--- src/rtl/pedestrian_request_scheduler_pkg.sv ---
// Shared types and helpers for the pedestrian request scheduler: FSM state
// encoding, arbitration side encoding and counter sizing.
package pedestrian_request_scheduler_pkg;

  typedef enum logic [1:0] {
    IDLE    = 2'd0,
    GRANT_A = 2'd1,
    GRANT_B = 2'd2,
    GAP     = 2'd3
  } sched_state_t;

  typedef enum logic {
    SIDE_A = 1'b0,
    SIDE_B = 1'b1
  } side_t;

  // Bits needed to hold the values 0..max_count.
  function automatic int cnt_width(input int max_count);
    return (max_count < 2) ? 1 : $clog2(max_count + 1);
  endfunction

endpackage

--- src/rtl/pedestrian_request_scheduler_button_debouncer.sv ---
// One pedestrian button: 2-FF synchroniser, stability-count debouncer and a
// one-cycle pulse on each rising edge of the debounced level.
module button_debouncer
  import pedestrian_request_scheduler_pkg::*;
#(
  parameter int DEBOUNCE_CYCLES = 4
) (
  input  logic clk,
  input  logic reset,
  input  logic btn,
  output logic rise
);

  localparam int CW = cnt_width(DEBOUNCE_CYCLES);
  localparam logic [CW-1:0] CNT_LAST = CW'(DEBOUNCE_CYCLES - 1);

  logic          sync_1;
  logic          sync_2;
  logic          level;
  logic          level_d;
  logic [CW-1:0] cnt;

  always_ff @(posedge clk or negedge reset) begin
    if (!reset) begin
      sync_1  <= 1'b0;
      sync_2  <= 1'b0;
      level   <= 1'b0;
      level_d <= 1'b0;
      cnt     <= '0;
    end else begin
      sync_1  <= btn;
      sync_2  <= sync_1;
      level_d <= level;
      // The count only runs while the synchronised input disagrees with the
      // debounced level, so it never passes CNT_LAST and cannot wrap.
      if (sync_2 == level) begin
        cnt <= '0;
      end else if (cnt == CNT_LAST) begin
        level <= sync_2;
        cnt   <= '0;
      end else begin
        cnt <= cnt + CW'(1);
      end
    end
  end

  assign rise = level & ~level_d;

endmodule

--- src/rtl/pedestrian_request_scheduler.sv ---
// Latches debounced pedestrian presses as pending requests and hands them to
// the intersection controller one at a time, round-robin, with a min gap.
module pedestrian_request_scheduler
  import pedestrian_request_scheduler_pkg::*;
#(
  parameter int DEBOUNCE_CYCLES = 4,
  parameter int MIN_GAP         = 10,
  parameter int ACK_TIMEOUT     = 32
) (
  input  logic       clk,
  input  logic       reset,
  input  logic       botao_A,
  input  logic       botao_B,
  input  logic       phase_busy,
  input  logic       grant_ack,
  output logic       grant_A,
  output logic       grant_B,
  output logic       pending_A,
  output logic       pending_B,
  output logic       ack_timeout_err,
  output logic [1:0] state_dbg
);

  // Handshake: grant_X rises on leaving IDLE and is held until grant_ack is
  // sampled high in GRANT_X (accept) or ACK_TIMEOUT cycles elapse (withdraw);
  // grant_ack is ignored in every other state.

  localparam int TW = cnt_width(ACK_TIMEOUT);
  localparam int GW = cnt_width(MIN_GAP);
  localparam logic [TW-1:0] TO_LAST  = TW'(ACK_TIMEOUT - 1);
  localparam logic [GW-1:0] GAP_LOAD = GW'(MIN_GAP);

  sched_state_t  state;
  sched_state_t  state_next;
  logic [TW-1:0] to_cnt;
  logic [TW-1:0] to_cnt_next;
  logic [GW-1:0] gap_cnt;
  logic [GW-1:0] gap_cnt_next;
  side_t         last_served;
  side_t         last_served_next;
  logic          err_set;
  logic          clr_a;
  logic          clr_b;
  logic          rise_a;
  logic          rise_b;

  button_debouncer #(.DEBOUNCE_CYCLES(DEBOUNCE_CYCLES)) u_deb_a (
    .clk   (clk),
    .reset (reset),
    .btn   (botao_A),
    .rise  (rise_a)
  );

  button_debouncer #(.DEBOUNCE_CYCLES(DEBOUNCE_CYCLES)) u_deb_b (
    .clk   (clk),
    .reset (reset),
    .btn   (botao_B),
    .rise  (rise_b)
  );

  always_comb begin
    state_next       = state;
    to_cnt_next      = '0;
    gap_cnt_next     = gap_cnt;
    last_served_next = last_served;
    err_set          = 1'b0;
    clr_a            = 1'b0;
    clr_b            = 1'b0;
    case (state)
      IDLE: begin
        if (!phase_busy) begin
          if (pending_A && pending_B) begin
            state_next = (last_served == SIDE_A) ? GRANT_B : GRANT_A;
          end else if (pending_A) begin
            state_next = GRANT_A;
          end else if (pending_B) begin
            state_next = GRANT_B;
          end
        end
      end
      GRANT_A: begin
        if (grant_ack) begin
          clr_a            = 1'b1;
          last_served_next = SIDE_A;
          gap_cnt_next     = GAP_LOAD;
          state_next       = GAP;
        end else if (to_cnt == TO_LAST) begin
          err_set      = 1'b1;
          gap_cnt_next = GAP_LOAD;
          state_next   = GAP;
        end else begin
          to_cnt_next = to_cnt + TW'(1);
        end
      end
      GRANT_B: begin
        if (grant_ack) begin
          clr_b            = 1'b1;
          last_served_next = SIDE_B;
          gap_cnt_next     = GAP_LOAD;
          state_next       = GAP;
        end else if (to_cnt == TO_LAST) begin
          err_set      = 1'b1;
          gap_cnt_next = GAP_LOAD;
          state_next   = GAP;
        end else begin
          to_cnt_next = to_cnt + TW'(1);
        end
      end
      GAP: begin
        if (gap_cnt <= GW'(1)) begin
          state_next = IDLE;
        end else begin
          gap_cnt_next = gap_cnt - GW'(1);
        end
      end
      default: state_next = IDLE;
    endcase
  end

  always_ff @(posedge clk or negedge reset) begin
    if (!reset) begin
      state           <= IDLE;
      to_cnt          <= '0;
      gap_cnt         <= '0;
      last_served     <= SIDE_B;
      ack_timeout_err <= 1'b0;
      pending_A       <= 1'b0;
      pending_B       <= 1'b0;
    end else begin
      state           <= state_next;
      to_cnt          <= to_cnt_next;
      gap_cnt         <= gap_cnt_next;
      last_served     <= last_served_next;
      ack_timeout_err <= ack_timeout_err | err_set;
      // A fresh press landing with the ack of the same side stays pending.
      pending_A       <= rise_a | (pending_A & ~clr_a);
      pending_B       <= rise_b | (pending_B & ~clr_b);
    end
  end

  assign grant_A   = (state == GRANT_A);
  assign grant_B   = (state == GRANT_B);
  assign state_dbg = state;

endmodule

--- config.mk ---
export PLATFORM = sky130hd
export DESIGN_NAME = pedestrian_request_scheduler
export DESIGN_NICKNAME = d
export VERILOG_FILES = /design/src/rtl/pedestrian_request_scheduler_pkg.sv /design/src/rtl/pedestrian_request_scheduler_button_debouncer.sv /design/src/rtl/pedestrian_request_scheduler.sv
export SDC_FILE = /design/constraint.sdc
export NUM_CORES = 1
export LEC_CHECK = 0
export ABC_AREA = 1
export BUFFER_PORTS_ARGS = -buffer_cell sky130_fd_sc_hd__clkbuf_2
export CAP_MARGIN = 10
export CORE_MARGIN = 1.5
export CORE_UTILIZATION = 57
export CTS_CLUSTER_DIAMETER = 30
export DETAILED_ROUTE_END_ITERATION = 10
export PLACE_DENSITY_LB_ADDON = 0.1
export RECOVER_POWER = 25
export SLEW_MARGIN = 10
export SYNTH_ARGS = -nofsm -noshare
export SYNTH_HDL_FRONTEND = slang
export SYNTH_SLANG_ARGS = --single-unit
--- constraint.sdc ---
create_clock -name clk -period 1.6 [get_ports clk]
set_input_delay 0.16 -clock clk [delete_from_list [all_inputs] [get_ports clk]]
set_output_delay 0.16 -clock clk [all_outputs]
set_load 0.03 [all_outputs]
# Word level (Yosys, flattened, before mapping)
# Cells that the tools add are included.
# Widths: inputs -> output; s select.
[word_totals] regBits=30 out_inout_bits=7 wordCells=89
[classes] add_sub_neg=4 order_cmp=1 eq_ne=15 n_mux=29 bitwise_logic=13 reduce_logical=10
[op_table] operator="$mux 6" n=3
[op_table] operator="$mux 2" n=8
[op_table] operator="$mux 3" n=4
[op_table] operator="$mux 4" n=3
[op_table] operator="$ne 2x2->1 const B" n=5
[op_table] operator="$mux 1" n=8
[op_table] operator="$pmux 4 s2" n=1
[op_table] operator="$add 3x1->3 const B" n=2
[op_table] operator="$add 6x1->6 const B" n=1
[op_table] operator="$eq 3x2->1 const B" n=2
[op_table] operator="$eq 6x5->1 const B" n=1
[op_table] operator="$not 1->1" n=6
[op_table] operator="$pmux 2 s3" n=1
[op_table] operator="$reduce_and 3->1" n=2
[op_table] operator="$and 1x1->1" n=4
[op_table] operator="$eq 2x2->1 const B" n=2
[op_table] operator="$le 4x1->1 const B" n=1
[op_table] operator="$ne 4x4->1 const B" n=1
[op_table] operator="$reduce_and 2->1" n=2
[op_table] operator="$reduce_and 4->1" n=1
[op_table] operator="$reduce_bool 2->1" n=2
[op_table] operator="$sub 4x1->4 const B" n=1
[op_table] operator="$ne 3x1->1 const B" n=1
[op_table] operator="$or 1x1->1" n=3
[op_table] operator="other kinds (6)" n=7

# Logic depth before layout (Yosys ltp)
# Gate-level depths: netlist of the first run.
[depth] word_depth=5 mapped_depth=10

# Modules after synthesis
# Synthesis of the first run repeated with hierarchy kept, for this count alone.
[unflattened] hier_cells=163 hier_area_um2=1453.9
[by_module_without_submodules] mod="pedestrian_request_scheduler" instances=1 cells_per_inst=109 area_each_um2=920.9
[by_module_without_submodules] mod="button_debouncer at u_deb_a" instances=1 cells_per_inst=27 area_each_um2=267.8
[by_module_without_submodules] mod="button_debouncer at u_deb_b" instances=1 cells_per_inst=27 area_each_um2=265.3

# Worst setup path before layout of the first run
# No wires, ideal clock.
[synth_timing] kind="register to register" start="reg state[0] (netlist: state_dbg[0])" end="reg state[0] (netlist: state_dbg[0])" setup_time_ns=0.117 arrival_ns=1.480 t_required_ns=1.483 slack_ns=0.002 stages_incl_launch_ff=8 n_path_buf=0 period_less_slack_ns=1.598 path_cell_list="dfrtp_1 -> inv_1 -> ha_1 -> nand2_1 -> o21bai_4 -> nand3_2 -> nand2_1 -> nand2_1"
[synth_via] elab_chain_len=4 word_cells_on_any_way=11 cone_classes="7 x eq/ne; 1 x mux; 3 x reduce/logical"
[synth_lines] element="from (decl)" line_no="pedestrian_request_scheduler.sv:33" text="sched_state_t state;"
[synth_lines] element="from (signal assigned)" line_no="pedestrian_request_scheduler.sv:130" text="state <= state_next;"
[synth_lines] element="$eq 2x1->1 / $eq 2x2->1 (equally long branches)" line_no="pedestrian_request_scheduler.sv:69" text="case (state)"
[synth_lines] element="$reduce_or 2->1 (no line)"
[synth_lines] element="$ne 3x1->1 (no line)"
[synth_lines] element="$reduce_and 4->1 (no line)"
# Parallel ways exist; a longest one is shown, timed or not.
# A chain may end at the register's enable or synchronous reset.

# Worst setup path in the final report of the first run
[layout_timing] start="reg state[0] (netlist: state_dbg[0])" end="out grant_B"
[layout_via] elab_chain_len=1
[layout_lines] element="$eq 2x2->1" line_no="pedestrian_request_scheduler.sv:142" text="assign grant_B = (state == GRANT_B);"
[layout_lines] element="to (decl)" line_no="pedestrian_request_scheduler.sv:17" text="output logic grant_B,"
# Every way passes these cells.

==> impl_metrics.env, run 1 <==
export IMPL_cts_tree="yes"
export IMPL_end_kind="primary output"
export IMPL_ant_nets=0
export IMPL_path_clk_slew_ns=0.09
export IMPL_drive_gt1_share_pct=17.82
export IMPL_num_fill_cells=161
export IMPL_relSlewSlack_pct=50.85
export IMPL_die_y_um=52.19
export IMPL_syn_num_nets=164
export IMPL_port_buffers=12
export IMPL_tns_ns=0
export IMPL_drtIter0Drc=8
export IMPL_synthToLayoutAreaGrowth_pct=19.69
export IMPL_final_cell_mix="nand2_1, dfrtp_1, inv_1, nor2_1, clkbuf_2"
export IMPL_max_freq_mhz=675.7
export IMPL_place_congestion=0.7577
export IMPL_cp_max_fo=3
export IMPL_initial_core_util_pct=61.15
export IMPL_dieArea_um2=2723
export IMPL_max_cap_violations=0
export IMPL_grt_use_total_pct=22.45
export IMPL_die_x_um=52.19
export IMPL_syn_area_um2=1379
export IMPL_synth_cells=148
export IMPL_clock_sinks=30
export IMPL_wl_um=2529
export IMPL_rows=17
export IMPL_worst_pin_slew_ns=0.7372
export IMPL_nets=189
export IMPL_synth_seq_area_share_pct=54.54
export IMPL_maxSlewViolCount=0
export IMPL_core_area_um2=2255
export IMPL_power_density_nw_per_um2=1965
export IMPL_synth_warnings=0
export IMPL_clockBufferDepth=2
export IMPL_cp_data_required_time_ns=1.44
export IMPL_viasPerCell=4.995
export IMPL_cp_arrival_ns=1.32
export IMPL_via_count=1009
export IMPL_firstDrtPassIters=5
export IMPL_synth_seq_cells=30
export IMPL_period_needed_ns=1.480
export IMPL_setup_violations=0
export IMPL_grt_overflow_total=0
export IMPL_htree_levels=2
export IMPL_routedWlPerCell_um=12.52
export IMPL_ys_types=20
export IMPL_cts_root_buffer="clkbuf_4"
export IMPL_avgSynthCellArea_um2=9.316
export IMPL_p_leak_nw=0.8657
export IMPL_hpwl_um=1756
export IMPL_hold_violations=0
export IMPL_rsz0062_at_grt="no"
export IMPL_final_common_cell="nand2_1"
export IMPL_ios=13
export IMPL_grt_pass1_wl_um=4271
export IMPL_critPathKind="reg -> out"
export IMPL_ir_worst_vdd_uv=1649
export IMPL_hp_class="in -> reg"
export IMPL_skew_ns=0.002688
export IMPL_clk_latency_ns=0.32
export IMPL_status="finished, final reports clean"
export IMPL_grt_max_degree=31
export IMPL_fin_crit_sh_pct=92.49
export IMPL_totalPowerFinal_mw=3.244
export IMPL_remaining_drc_errors=0
export IMPL_cts_buffers_inserted=5
export IMPL_grt_pass1_vias=1007
export IMPL_critPathLaunchType="flop"
export IMPL_antenna_found_initial=0
export IMPL_antenna_cells=0
power by group:
part	total, mW	internal, mW	switching (mW)	leakage, nW
logic	1.32	0.498	0.823	0.435
clock network	0.788	0.529	0.258	0.0585
registers	1.13	0.984	0.150	0.373
layout make-up:
cell class / instances / area [µm²] / share of cell area (%)
clock buffers: 6 / 51.30 / 3.108
clock inverters: 2 / 60.06 / 3.639
inverters: 20 / 75.07 / 4.549
multi-input cells: 98 / 564.3 / 34.19
flip-flops and latches: 30 / 752.0 / 45.56
well taps: 28 / 35.03 / 2.123
repair buffers: 18 / 112.6 / 6.823
registers in the layout, indices dropped and copies added, names as in the netlist:
name	cells
u_deb_a.cnt	3
last_served	1
u_deb_a.sync_2	1
u_deb_b.sync_1	1
state_dbg	2
to_cnt	6
u_deb_a.sync_1	1
u_deb_b.level	1
u_deb_b.level_d	1
u_deb_b.sync_2	1
u_deb_b.cnt	3
pending_A	1
gap_cnt	4
ack_timeout_err	1
pending_B	1
u_deb_a.level_d	1
u_deb_a.level	1
cells by family (layout without fill, tap and decap cells):
| group | count (synthesis) | after routing | share of synthesized area, % |
|---|---|---|---|
| xor+xnor | 4 | 4 | 2.541 |
| buf+inv | 20 | 46 | 5.445 |
| compound gates | 9 | 9 | 4.719 |
| simple gates | 75 | 75 | 23.68 |
| fa+ha+maj | 10 | 10 | 9.074 |
| flops | 30 | 30 | 54.54 |
through the flow:
step | instance area, µm² | setup WS (ns) | cells | hold slack, ns | util, %
floorplan | 1379 | 0.002453 | 148 | -0.1356 | -
detailed placement | 1481 | 0.1172 | 189 | 0.2492 | 65.70
global placement | 1481 | 0.1725 | 189 | 0.2454 | 65.70
CTS | 1623 | 0.06670 | 200 | 0.07403 | 71.98
finish | 1650 | 0.1201 | 202 | 0.08111 | 73.20
global route | 1650 | 0.02643 | 202 | 0.09472 | 73.20
cells in the mapped netlist, drive strengths merged:
master   n  share of area (%)
nand2   45                 12
dfrtp   29                 53
inv     20                5.4
nor2    16                4.5
ha      10                9.1
nand3    7                3.3
nor3b    4                2.2
a21oi    3                1.1
o21ai    3                1.1
xnor2    3                1.9
nor3     2               0.73
o21bai   2                1.9
a31o     1               0.64
dfstp    1                1.9
nand3b   1               0.54
xor2     1               0.64
critical path, cell delays in order (launching register included):
cell      delay [ns]
dfrtp_1         0.40
inv_1           0.16
ha_1            0.22
clkbuf_2        0.22
final timing paths:
check / from / end / slack (ns) / cells after the start
max: state_dbg[0] / grant_B / 0.12 / 3
min: grant_ack / last_served / 0.08 / 3
max reg2reg: gap_cnt[0] / gap_cnt[0] / 0.16 / 10
min reg2reg: u_deb_b.sync_1 / u_deb_b.sync_2 / 0.36 / 0
max in group asynchronous: reset / gap_cnt[0] / 0.71 / 2
min in group asynchronous: reset / to_cnt[0] / 0.42 / 2
metal layers:
layer	GRT usage [%]	wire length (µm)	vias up
met1	26.11	1105	474
li1	-	-	509
met3	7.714	125	5
met5	0	0	-
met2	37.97	1263	21
met4	8.974	35	0
repair_timing:
item                       CTS  global route
buffers inserted             0             2
resized for setup            0             1
hold endpoints to repair    31             0
hold buffers                 3             0
setup endpoints to repair    0             6
Power figures use the tool's default switching activity.
==> inputs of run 2 (changes only) <==
--- a/config.mk
+++ b/config.mk
@@ -9,11 +9,13 @@
 export BUFFER_PORTS_ARGS = -buffer_cell sky130_fd_sc_hd__clkbuf_2
 export CAP_MARGIN = 10
 export CORE_MARGIN = 1.5
-export CORE_UTILIZATION = 57
+export CORE_UTILIZATION = 60
+export CTS_BUF_LIST = sky130_fd_sc_hd__clkbuf_2
 export CTS_CLUSTER_DIAMETER = 30
 export DETAILED_ROUTE_END_ITERATION = 10
 export PLACE_DENSITY_LB_ADDON = 0.1
 export RECOVER_POWER = 25
+export REMOVE_ABC_BUFFERS = 1
 export SLEW_MARGIN = 10
 export SYNTH_ARGS = -nofsm -noshare
 export SYNTH_HDL_FRONTEND = slang
==> impl_metrics.env, run 2 (synthesis gave the netlist of run 1 again) <==
export IMPL_status="finished, final reports clean"
export IMPL_grt_max_degree=31
export IMPL_dieArea_um2=2594
export IMPL_cp_arrival_ns=1.79
export IMPL_clkPwrFrac_pct=17.3
export IMPL_final_area_um2=1585
export IMPL_clk_latency_ns=0.37
export IMPL_placedInstanceArea_um2=1481
export IMPL_fin_crit_sh_pct=92.56
export IMPL_cp_data_required_time_ns=1.91
export IMPL_maxSlewViolCount=0
export IMPL_initial_core_util_pct=62.94
export IMPL_port_buffers=12
export IMPL_drive_gt1_share_pct=16.18
export IMPL_drtIter0Drc=19
export IMPL_remaining_drc_errors=0
export IMPL_largest_register="to_cnt"
export IMPL_reg_largest_list="to_cnt (6), gap_cnt (4)"
export IMPL_nets=189
export IMPL_max_freq_mhz=675.2
export IMPL_p_seq_share_pct=39.2
export IMPL_place_congestion=0.7378
export IMPL_ant_nets=0
export IMPL_ir_worst_vdd_uv=1220
export IMPL_path_cells="inv_1, ha_1, nand2_1, o21bai_4, buf_4, nor2_1"
export IMPL_final_common_cell="nand2_1"
export IMPL_end_kind="flop"
export IMPL_max_cap_violations=0
export IMPL_critPathKind="reg -> reg"
export IMPL_critical_path_max_stage_delay_ns=0.41
export IMPL_rsz0062_at_grt="no"
export IMPL_cts_root_buffer="clkbuf_2"
export IMPL_p_sw_share_pct=40.79
export IMPL_seq_area_um2=752.0
export IMPL_grt_pass1_wl_um=4416
export IMPL_power_switching_mw=1.174
export IMPL_grt_use_total_pct=24.59
export IMPL_power_density_nw_per_um2=1815
export IMPL_path_clk_slew_ns=0.15
export IMPL_tns_ns=0
export IMPL_cts_tree="yes"
export IMPL_core_area_um2=2191
export IMPL_htree_levels=2
export IMPL_ios=13
export IMPL_die_y_um=50.94
export IMPL_grt_overflow_total=0
export IMPL_via_count=996
export IMPL_internal_power_mw=1.704
export IMPL_viasPerCell=4.955
export IMPL_period_needed_ns=1.481
export IMPL_setup_violations=0
export IMPL_routedWlPerCell_um=12.28
export IMPL_p_comb_share_pct=43.4
export IMPL_hold_violations=0
export IMPL_relSlewSlack_pct=51.58
export IMPL_rows=17
export IMPL_critPathSlowestCell="dfrtp_1"
export IMPL_num_fill_cells=172
export IMPL_antenna_cells=0
export IMPL_grt_pass1_vias=1060
export IMPL_hpwl_um=1801
export IMPL_critPathBufInv=2
export IMPL_cp_max_fo=6
export IMPL_antenna_found_initial=0
export IMPL_worst_pin_slew_ns=0.7263
export IMPL_p_leak_nw=0.8431
export IMPL_critPathLaunchType="flop"
export IMPL_clockBufferDepth=2
export IMPL_hp_class="in -> reg"
export IMPL_final_cell_mix="nand2_1, dfrtp_1, inv_1, clkbuf_2, nor2_1"
export IMPL_cts_buffers_inserted=5
export IMPL_wl_um=2468
export IMPL_die_x_um=50.94
export IMPL_largest_register_ffs=6
export IMPL_multi_input_area_um2=551.8
export IMPL_clock_sinks=30
export IMPL_crit_family="flip-flops"
export IMPL_skew_ns=0.01650
export IMPL_synthToLayoutAreaGrowth_pct=14.97
export IMPL_firstDrtPassIters=4
## run 2: cell count changes in the layout (fill, tap and decap cells not counted)
| cell | before | now |
|---|---|---|
| bufinv_16 | 2 | 1 |
| clkbuf_2 | 12 | 17 |
| clkbuf_4 | 5 | 0 |
| clkbuf_8 | 1 | 0 |
| clkinv_1 | 0 | 1 |
| ha_1 | 9 | 10 |
| ha_4 | 1 | 0 |
## run 2: path summary, 6_finish.rpt
| kind | start | endpoint | slack, ns | cells after the start |
|---|---|---|---|---|
| max | state_dbg[1] | to_cnt[0] | 0.12 | 6 |
| min | grant_ack | last_served | 0.06 | 3 |
| max reg2reg | state_dbg[1] | to_cnt[0] | 0.12 | 6 |
| min reg2reg | u_deb_b.sync_1 | u_deb_b.sync_2 | 0.36 | 0 |
| max in group asynchronous | reset | u_deb_a.cnt[0] | 0.76 | 2 |
| min in group asynchronous | reset | to_cnt[2] | 0.36 | 2 |
## run 2: area by class of cell
cell class,count,area share [%]
Tap cell,28,2.210
Clock buffer,5,1.579
Sequential cell,30,47.43
Inverter,20,4.736
Multi-Input combinational cell,98,34.81
Clock inverter,2,2.131
Timing Repair Buffer,18,7.103
## run 2: worst reg2reg max path, cell delays in order, from the launching register on
cell and delay, ns:
dfrtp_1 0.41, inv_1 0.09, ha_1 0.33, nand2_1 0.11, o21bai_4 0.22, buf_4 0.16, nor2_1 0.11
## run 2: repair_timing
item | 4_1_cts | 5_1_grt
gates resized for setup | 0 | 0
endpoints found under the hold margin | 31 | 0
setup buffers | 0 | 2
hold buffers | 3 | 0
setup endpoints to repair | 0 | 7
## run 2: power by group through the flow
| stage | Combinational, mW | Clock, mW | Sequential (mW) |
|---|---|---|---|
| 6_report | 1.25 | 0.499 | 1.13 |
| 5_1_grt | 1.44 | 0.553 | 1.15 |
| 4_1_cts | 1.22 | 0.516 | 1.14 |
| 3_5_place_dp | 1.21 | 0 | 1.15 |
| 3_3_place_gp | 1.17 | 0 | 1.14 |
| 2_1_floorplan | 0.847 | 0 | 1.21 |
## run 2: stage by stage
step / instances / utilization (%) / setup WS (ns) / total power [mW] / hold WS, ns
finish: 201 / 72.36 / 0.1190 / 2.878 / 0.05566
global placement: 189 / 67.62 / 0.1554 / 2.305 / 0.2364
detailed placement: 189 / 67.62 / 0.05355 / 2.359 / 0.2591
global route: 201 / 72.36 / 0.02739 / 3.146 / 0.04874
CTS: 199 / 71.67 / 0.01831 / 2.872 / 0.04619
floorplan: 148 / - / 0.002453 / 2.054 / -0.1356
## run 2: per-layer routing
layer  track usage (%)  vias up  share of wire, %
met5                 0        -                 0
met4             12.61        0               2.2
met3             9.942        7               3.8
met2             43.94       15                51
met1             24.10      470                43
li1                  -      504                 -
==> inputs of run 3 (changes only) <==
--- a/config.mk
+++ b/config.mk
@@ -7,13 +7,12 @@
 export LEC_CHECK = 0
 export ABC_AREA = 1
 export BUFFER_PORTS_ARGS = -buffer_cell sky130_fd_sc_hd__clkbuf_2
-export CAP_MARGIN = 10
 export CORE_MARGIN = 1.5
 export CORE_UTILIZATION = 60
 export CTS_BUF_LIST = sky130_fd_sc_hd__clkbuf_2
 export CTS_CLUSTER_DIAMETER = 30
 export DETAILED_ROUTE_END_ITERATION = 10
-export PLACE_DENSITY_LB_ADDON = 0.1
+export PLACE_DENSITY = 0.81
 export RECOVER_POWER = 25
 export REMOVE_ABC_BUFFERS = 1
 export SLEW_MARGIN = 10
==> impl_metrics.env, run 3 (synthesis gave the netlist of run 1 again) <==
export IMPL_status="finished, final reports clean"
export IMPL_drtIter0Drc=40
export IMPL_tns_ns=0
export IMPL_clk_latency_ns=0.38
export IMPL_critPathLaunchType="flop"
export IMPL_port_buffers=12
export IMPL_via_count=1026
export IMPL_min_delay_start="phase_busy"
export IMPL_final_cell_mix="nand2_1, dfrtp_1, inv_1, clkbuf_2, nor2_1"
export IMPL_antenna_found_initial=0
export IMPL_synthToLayoutAreaGrowth_pct=20.05
export IMPL_wl_um=2641
export IMPL_initial_core_util_pct=62.94
export IMPL_use_met3_pct=9.942
export IMPL_htree_levels=2
export IMPL_rr_worst_depth=7
export IMPL_fin_crit_sh_pct=96.83
export IMPL_use_met2_pct=40.48
export IMPL_setup_violations=0
export IMPL_period_needed_ns=1.549
export IMPL_grt_overflow_total=0
export IMPL_rows=17
export IMPL_drive_gt1_share_pct=20.45
export IMPL_ant_nets=0
export IMPL_max_freq_mhz=645.4
export IMPL_ios=13
export IMPL_hold_path_depth=6
export IMPL_r2r_start="state_dbg[0]"
export IMPL_min_delay_worst_endpoint="state_dbg[1]"
export IMPL_instances_no_fill=204
export IMPL_use_met1_pct=27.58
export IMPL_skew_ns=0.01351
export IMPL_grt_max_degree=31
export IMPL_placedCellCount=188
export IMPL_hold_violations=0
export IMPL_maxSlewViolCount=0
export IMPL_reg2reg_slack_ns=0.13
export IMPL_grt_pass1_vias=1045
export IMPL_power_density_nw_per_um2=1942
export IMPL_critPathKind="reg -> out"
export IMPL_viasPerCell=5.029
export IMPL_end_kind="primary output"
export IMPL_relSlewSlack_pct=52.22
export IMPL_core_area_um2=2191
export IMPL_ir_worst_vdd_uv=1269
export IMPL_largest_register="to_cnt"
export IMPL_final_common_cell="nand2_1"
export IMPL_cp_max_fo=5
export IMPL_routedWlPerCell_um=12.95
export IMPL_hpwl_um=1781
export IMPL_cts_buffers_inserted=5
export IMPL_worst_pin_slew_ns=0.7167
export IMPL_dieArea_um2=2594
export IMPL_max_cap_violations=0
export IMPL_firstDrtPassIters=4
export IMPL_reg_largest_list="to_cnt (6), gap_cnt (4)"
export IMPL_totalPowerFinal_mw=3.214
export IMPL_clock_sinks=30
export IMPL_die_x_um=50.94
export IMPL_path_clk_slew_ns=0.16
export IMPL_p_leak_nw=0.8674
export IMPL_grt_use_total_pct=24.17
export IMPL_antenna_cells=0
export IMPL_place_congestion=0.8597
export IMPL_die_y_um=50.94
export IMPL_grt_pass1_wl_um=4422
export IMPL_clockBufferDepth=2
export IMPL_nets=191
export IMPL_cts_root_buffer="clkbuf_2"
export IMPL_largest_register_ffs=6
export IMPL_cp_data_required_time_ns=1.44
export IMPL_cts_tree="yes"
export IMPL_remaining_drc_errors=0
export IMPL_cp_arrival_ns=1.39
export IMPL_hp_class="in -> reg"
export IMPL_r2r_end="gap_cnt[0]"
export IMPL_rsz0062_at_grt="no"
export IMPL_grt_busiest_layer="met2"
[run 3: critical path: stages (launching register included)]
cell and delay, ns:
dfrtp_1 0.47, inv_2 0.12, ha_1 0.20, clkbuf_2 0.22
[run 3: metal layers]
metal / wire length [µm] / vias to the layer above
met3: 125 / 6
li1: - / 510
met4: 47 / 0
met2: 1380 / 26
met1: 1087 / 484
met5: 0 / -
[run 3: power breakdown]
part / internal [mW] / switching [mW]
Clock: 0.417 / 0.272
Combinational: 0.531 / 0.849
Sequential: 0.982 / 0.163
[run 3: how the worst max path moves through the flow]
stage / startpoint / endpoint
CTS: state_dbg[0] / gap_cnt[2]
finish: state_dbg[0] / grant_B
floorplan: state_dbg[0] / state_dbg[0]
global route: state_dbg[0] / grant_B
detailed placement: state_dbg[0] / state_dbg[0]
global placement: state_dbg[0] / state_dbg[1]
[run 3: cell type report]
cell class / count / area [µm²]
Inverter: 20 / 75.07
Timing Repair Buffer: 20 / 130.1
Clock buffer: 5 / 25.02
Sequential cell: 30 / 752.0
Tap cell: 28 / 35.03
Multi-Input combinational cell: 98 / 574.3
Fill cell: 151 / 535.5
Clock inverter: 3 / 63.81
[run 3: what timing repair did]
| item | 4_1_cts | 5_1_grt |
|---|---|---|
| buffers inserted | 0 | 4 |
| endpoints found under the hold margin | 32 | 0 |
| hold buffers | 4 | 0 |
| setup endpoints to repair | 0 | 10 |
| gates resized for setup | 0 | 7 |
[run 3: per-stage QoR]
step           hold slack, ns  instance area [µm²]  setup WS, ns  util, %
6_report               0.2854                 1655       0.05069    75.56
5_1_grt                0.2793                 1655      0.003589    75.56
4_1_cts                0.2528                 1603       0.01543    73.16
3_5_place_dp           0.2501                 1474       0.05068    67.28
3_3_place_gp           0.2326                 1474        0.1495    67.28
2_1_floorplan         -0.1356                 1379      0.002453        -
